--- src/rtl/sram_rd_streamer.sv ---
// sram_rd_streamer: burst reader for a 1-cycle-latency SRAM with a credit-gated 2-entry output FIFO.
// Optional out_last port enabled by defining SRAM_RD_STREAMER_LAST_EN.
module sram_rd_streamer #(
  parameter int ADDR_W = 4,
  parameter int DATA_W = 128,
  parameter int LEN_W = 5
) (
  input  logic              clk,
  input  logic              reset,
  input  logic              start,
  input  logic [ADDR_W-1:0] base_addr,
  input  logic [LEN_W-1:0]  len,
  output logic              busy,
  output logic              done,
  output logic              sram_cen,
  output logic              sram_wen,
  output logic [ADDR_W-1:0] sram_a,
  output logic [DATA_W-1:0] sram_d,
  input  logic [DATA_W-1:0] sram_q,
  output logic [DATA_W-1:0] out_data,
  output logic              out_valid,
  input  logic              out_ready
`ifdef SRAM_RD_STREAMER_LAST_EN
  ,
  output logic              out_last
`endif
);
  typedef enum logic [1:0] {IDLE, RUN, DONE} state_t;
  state_t state;
  logic [ADDR_W-1:0] ptr, last_a;
  logic [LEN_W-1:0] remaining, beats_left;
  logic inflight, inflight_last;
  logic [DATA_W-1:0] mem_d [2];
  logic [1:0] mem_l;
  logic rp, wp;
  logic [1:0] count;
  logic pop, issue;
  assign out_valid = count != 2'd0;
  assign pop = out_valid && out_ready;
  // a word in flight already owns a FIFO slot; a pop this cycle frees one
  assign issue = !reset && state == RUN && remaining != '0 &&
                 ({1'b0, count} + 3'(inflight)) < (3'd2 + 3'(pop));
  assign sram_cen = !issue;
  assign sram_wen = 1'b1;
  assign sram_d = '0;
  assign sram_a = issue ? ptr : last_a;
  assign out_data = mem_d[rp];
  assign busy = state != IDLE;
  assign done = state == DONE;
`ifdef SRAM_RD_STREAMER_LAST_EN
  assign out_last = out_valid && mem_l[rp];
`else
  logic unused_last;
  assign unused_last = ^{mem_l, inflight_last};
`endif
  always_ff @(posedge clk) begin
    if (reset) begin
      state <= IDLE;
      ptr <= '0;
      last_a <= '0;
      remaining <= '0;
      beats_left <= '0;
      inflight <= 1'b0;
      inflight_last <= 1'b0;
      mem_d[0] <= '0;
      mem_d[1] <= '0;
      mem_l <= '0;
      rp <= 1'b0;
      wp <= 1'b0;
      count <= '0;
    end else begin
      inflight <= issue;
      inflight_last <= issue && remaining == LEN_W'(1);
      count <= count + 2'(inflight) - 2'(pop);
      if (issue) begin
        ptr <= ptr + 1'b1;
        last_a <= ptr;
        remaining <= remaining - 1'b1;
      end
      if (inflight) begin
        mem_d[wp] <= sram_q;
        mem_l[wp] <= inflight_last;
        wp <= ~wp;
      end
      if (pop) begin
        rp <= ~rp;
        beats_left <= beats_left - 1'b1;
      end
      case (state)
        IDLE:
          if (start) begin
            state <= len != '0 ? RUN : DONE;
            ptr <= base_addr;
            remaining <= len;
            beats_left <= len;
          end
        RUN: if (pop && beats_left == LEN_W'(1)) state <= DONE;
        default: state <= IDLE;
      endcase
    end
  end
endmodule

--- config.mk ---
export PLATFORM = sky130hd
export DESIGN_NAME = sram_rd_streamer
export DESIGN_NICKNAME = d
export VERILOG_FILES = /design/src/rtl/sram_rd_streamer.sv
export SDC_FILE = /design/constraint.sdc
export NUM_CORES = 1
export LEC_CHECK = 0
export BUFFER_PORTS_ARGS = -buffer_cell sky130_fd_sc_hd__buf_2
export CORE_AREA = 3 3 199 201
export DETAILED_ROUTE_END_ITERATION = 10
export DIE_AREA = 0 0 202 204
export PLACE_DENSITY = 0.6
export SYNTH_ARGS = -nofsm -noshare
export SYNTH_HDL_FRONTEND = slang
export SYNTH_SLANG_ARGS = --single-unit
--- constraint.sdc ---
create_clock -name clk -period 10.7 [get_ports clk]
set_clock_uncertainty 0.15 [all_clocks]
set_input_delay 1.07 -clock clk [delete_from_list [all_inputs] [get_ports clk]]
set_output_delay 1.07 -clock clk [all_outputs]
set_load 0.01 [all_outputs]
# Word level (Yosys, flattened, before mapping)

Memory sizes are Yosys's and may differ from the RTL's. A register that Yosys moved wholly into a read port is not among the register bits.
Cells that the tools add are included.

Bits in registers: 25
Logic and storage cells: 63
RAM bits: 256
Memories kept: 1
Output and inout bits: 265
Input port bits: 141

Reduce and logical (&&, ||, !) cells: 14
Equal/unequal tests: 5
Order comparisons: 1
Bitwise operators: 2
Muxes and demuxes: 24
Add/sub/neg operators: 7

Memory list:

| memory | depth | width | read ports | clocked after memory_dff | wr ports | line | source |
|---|---|---|---|---|---|---|---|
| mem_d  | 2     | 128   | 1          | 1                        | 2        | 33   | `logic [DATA_W-1:0] mem_d [2];` |

Operators by type and width:

| kind                                                 | number |
|---|---|
| 2-to-1 mux 128 bit                                   | 1 |
| OR reduction 128 bit                                 | 1 |
| 2-to-1 mux 5 bit                                     | 6 |
| 2-to-1 mux 4 bit                                     | 4 |
| nonzero test 5 bit                                   | 2 |
| subtractor 5 x 1 -> 5 bit (second input constant)    | 2 |
| 2-to-1 mux 1 bit                                     | 9 |
| 2-to-1 mux 2 bit                                     | 3 |
| equality test 5 x 1 -> 1 bit (second input constant) | 1 |
| logical AND 1 bit                                    | 5 |
| adder 4 x 1 -> 4 bit (second input constant)         | 1 |
| case mux 2 bit (2 select lines)                      | 1 |
| nonzero test 2 bit                                   | 2 |
| adder 2 x 1 -> 3 bit                                 | 1 |
| adder 2 x 1 -> 3 bit (first input constant)          | 1 |
| < comparator 3 bit                                   | 1 |
| adder 2 x 1 -> 2 bit                                 | 1 |
| equality test 2 x 1 -> 1 bit (second input constant) | 1 |
| equality test 2 bit (second input constant)          | 1 |
| zero test 1 bit                                      | 2 |
| zero test 2 bit                                      | 1 |
| != test 2 x 1 -> 1 bit (second input constant)       | 1 |
| != test 2 bit (second input constant)                | 1 |
| NOT 1 bit                                            | 2 |
| 2 further kinds                                      | 2 |

# Depth between registers and ports, before layout

Depth in word-level cells: 8
Gate-level depth with buffers: 8
Depth with buffers taken out: 8

# Least setup slack after synthesis

Ideal clock, no wire load.

Path kind: in2reg
From: in reset
To: mem mem_d[0][0], enable pin
Data arrival time: 4222 ps
Slack: 5842 ps
Cell stages on the path: 3
Data required time: 10064 ps
Buffers on the path: 2
Library setup time: 486 ps
Path through: clkbuf_1 > clkbuf_1 > a21o_1

RTL lines:

| item        | line | source |
|---|---|---|
| from (decl) | 9    | `input logic reset,` |
| to (decl)   | 33   |  |

# Worst setup path in the final report

From: reg remaining[0]
To: out sram_a[0]

Longest elaborated chain between the ends: 4

RTL lines:

| item                            | line | source |
|---|---|---|
| from (decl)                     | 31   | `logic [LEN_W-1:0] remaining, beats_left;` |
| from (signal assigned)          | 78   | `remaining <= remaining - 1'b1;` |
| from (signal assigned)          | 94   | `remaining <= len;` |
| nonzero test 5 bit              | 41   | `assign issue = !reset && state == RUN && remaining != '0 &&` |
| logical AND 1 bit (2 in series) | 41   |  |
| 2-to-1 mux 4 bit                | --   |  |
| to (decl)                       | 17   | `output logic [ADDR_W-1:0] sram_a,` |

No other way between the ends.

==> results.py <==
metrics = {
    "cts": {
        "ctsResizeCount": 0,
        "ctsHoldBuffers": 0,
        "clk_transition_reported_paths_ns": 0.06,
        "numCtsBuffers": 31,
        "postCtsSetupBuffers": 0,
        "cts_buffer_depth": 3,
        "cts_tree": "built",
        "clk_latency_ns": 0.54,
        "root_buffer": "clkbuf_16",
        "clock_sinks": 282,
        "cts-htree-levels": 1,
    },
    "worst_setup_path": {
        "rr_endpoint": "mem_d[1][50]",
        "cp.required_ns": 9.48,
        "rrSetupSlack_ns": 7.63,
        "cp-end-kind": "output pin",
        "r2r_cells": 4,
        "r2r_start": "inflight",
        "path_max_fanout": 14,
        "worstSetupStartpointType": "register",
        "critical_path_class": "register to output pin",
        "critPathLaunch": "remaining[0]",
        "endpoint": "sram_a[0]",
        "cp.arrival_ns": 2.54,
    },
    "synthesis": {
        "synth-seq-area-share_pct": 62.1,
        "syn_inst": 969,
        "avgSynthCellArea_um2": 13.6,
        "ys_ff_latch": 282,
        "yosysWarnings": 0,
        "synth_flop_cell": "edfxtp_1",
        "netlist_top_cells_count": "and2_1, edfxtp_1, buf_4",
        "yosys.area.top_type": "edfxtp_1",
        "synthArstFlopShare_pct": 0,
        "synth_edf_count": 256,
        "synth.distinct_cells": 45,
        "synth_top_cell_area_share_pct": 58.2,
        "synth_area_leaders": "edfxtp_1, and2_1, mux2_2",
        "mappedNetlistArea_um2": 13200,
    },
    "floorplanning": {
        "die_h_um": 204,
        "ios": 406,
        "core_area_um2": 37800,
        "die_area_um2": 41200,
        "std_cell_rows": 71,
        "start_util_pct": 35.0,
        "dieWidth_um": 202,
    },
    "sta": {
        "finalCritPeriodShare_pct": 35.2,
        "setup_viol": 0,
        "tightest_slew_ns": 1.22,
        "maxSlewHeadroom_pct": 18.6,
        "hold_viol": 0,
        "tns_ns": 0,
        "period_needed_ns": 3.76,
        "final_max_slew_viol_count": 0,
        "rsz0062_at_grt": "no",
        "maxClockFrequency_mhz": 266,
    },
    "power_and_ir_drop": {
        "power_frac_seq_pct": 43.4,
        "intPower_w": 0.00224,
        "power_density_nw_per_um2": 197,
        "pwr-share-comb_pct": 22.0,
        "ir_drop_mv": 0.110,
        "switching_power_w": 0.000838,
        "switching_share_pct": 27.2,
        "p_clk_share_pct": 34.6,
        "leakage_nw": 6.62,
    },
    "drt": {
        "drt-initial-drc-count": 318,
        "wl_mm": 29.2,
        "first_pass_iters": 4,
        "ant_nets": 0,
        "wl_per_cell_um": 16.5,
        "vias_per_cell": 4.37,
        "vias": 7738,
        "post-route-drc-count": 0,
    },
    "placement": {
        "portBuffers": 276,
        "dpl.hpwl_mm": 18.5,
        "place_congestion": 0.787,
    },
    "grt": {
        "grt_pass1_vias": 7792,
        "grt_pass1_wl_mm": 44.1,
        "grt-ovfl-total": 0,
        "gr-usage-all-layers_pct": 13.6,
        "grt_max_degree": 113,
        "grt_antenna_before_repair": 3,
    },
    "layout": {
        "syn_to_final_growth_pct": 18.5,
        "ff_latch_area_um2": 8210,
        "fill_cells": 3601,
        "fin_util_pct": 41.5,
        "drive_gt1_share_pct": 37.0,
        "nets": 1384,
        "multiInputGateArea_um2": 4300,
    },
    "job": {
        "maxCapViolations": 0,
    },
    "min_path": {
        "hold_depth": 2,
        "min-delay-path-class": "register to register",
    },
    "run_status": {
        "status": "finished, final reports clean",
    },
}
metal layers:
metal  GRT usage, %  up-vias  wire length (um)
met2           23.6      281             14300
met4           4.14        4               729
met3           3.17       54              2080
li1               -     3663                 -
met1           16.9     3736             12000
met5              0        -                23
cell usage in the layout, fill, tap and decap left out, types with 4 or more instances in the layout:
cell / synthesis / layout
buf_4: 129 / 8
mux2_2: 128 / 128
o21ai_0: 7 / 7
clkbuf_16: 0 / 31
or4_1: 4 / 4
ha_1: 8 / 8
and2_1: 256 / 256
nand3_1: 8 / 8
a211oi_1: 5 / 5
clkinv_2: 0 / 6
inv_1: 10 / 10
dfxtp_1: 26 / 25
xnor2_1: 5 / 5
conb_1: 2 / 129
nor2_1: 18 / 18
clkbuf_1: 48 / 5
clkinv_1: 1 / 10
edfxtp_1: 256 / 256
bufinv_16: 0 / 5
nand2_1: 6 / 6
a21oi_1: 8 / 8
buf_2: 1 / 276
sequential cells by signal, summed over array words and instances (netlist names), named ones only:
name        flops
beats_left      5
count           2
inflight        1
last_a          4
mem_d         256
ptr             4
remaining       5
rp              1
state           2
wp              1
area by class of cell:
class	instances	area share [%]
multi-input combinational	625	27.5
sequential	282	52.5
inverter	11	0.264
clock buffer	36	5.08
tap	511	4.08
timing repair buffer	284	9.21
clock inverter	21	1.42
antenna	1	0.0160
power groups by stage:
| stage | registers [W] | clock network (W) | logic (W) |
|---|---|---|---|
| finish | 0.00134 | 0.00106 | 0.000679 |
| global route | 0.00135 | 0.00114 | 0.000742 |
| CTS | 0.00134 | 0.00110 | 0.000697 |
| detailed placement | 0.00136 | 0 | 0.000692 |
| global placement | 0.00136 | 0 | 0.000693 |
| floorplan | 0.00133 | 0 | 0.000490 |
stage by stage:
step / hold slack [ns] / cell area [um^2] / power [W] / worst slack, ns / std cells
4_1_cts: 0.352 / 15700 / 0.00314 / 6.80 / 1770
3_3_place_gp: 0.336 / 14600 / 0.00205 / 6.59 / 1713
2_1_floorplan: 0.304 / 13700 / 0.00182 / 5.84 / 1096
5_1_grt: 0.394 / 15700 / 0.00323 / 6.76 / 1771
3_5_place_dp: 0.340 / 14600 / 0.00205 / 6.55 / 1713
6_report: 0.351 / 15700 / 0.00308 / 6.94 / 1771
worst min-delay path by stage:
stage                     slack, ns         start            to
final                          0.35     last_a[3]     last_a[3]
after global routing           0.39     last_a[3]     last_a[3]
after CTS                      0.35     last_a[3]     last_a[3]
after detailed placement       0.34  remaining[3]  remaining[3]
after global placement         0.34     last_a[1]     last_a[1]
after floorplan                0.30  remaining[0]  remaining[0]
worst max-delay path, stage by stage, from the launching register on:
cell	delay (ns)
dfxtp_1	0.33
inv_1	0.06
ha_1	0.18
or3b_2	0.50
o21ai_2	0.45
o21ai_0	0.22
nand2_1	0.13
buf_2	0.13
cell families after synthesis:
logic type / share of synthesized area, %
other: 0.0569
AND/OR/NAND/NOR: 14.5
adder cells (fa/ha/maj): 0.758
buffers and inverters: 9.05
multiplexers: 10.9
AO/OA/AOI/OAI: 2.06
XOR/XNOR: 0.531
flip-flops: 62.1
Note: power is estimated with default switching activity, not from simulation.
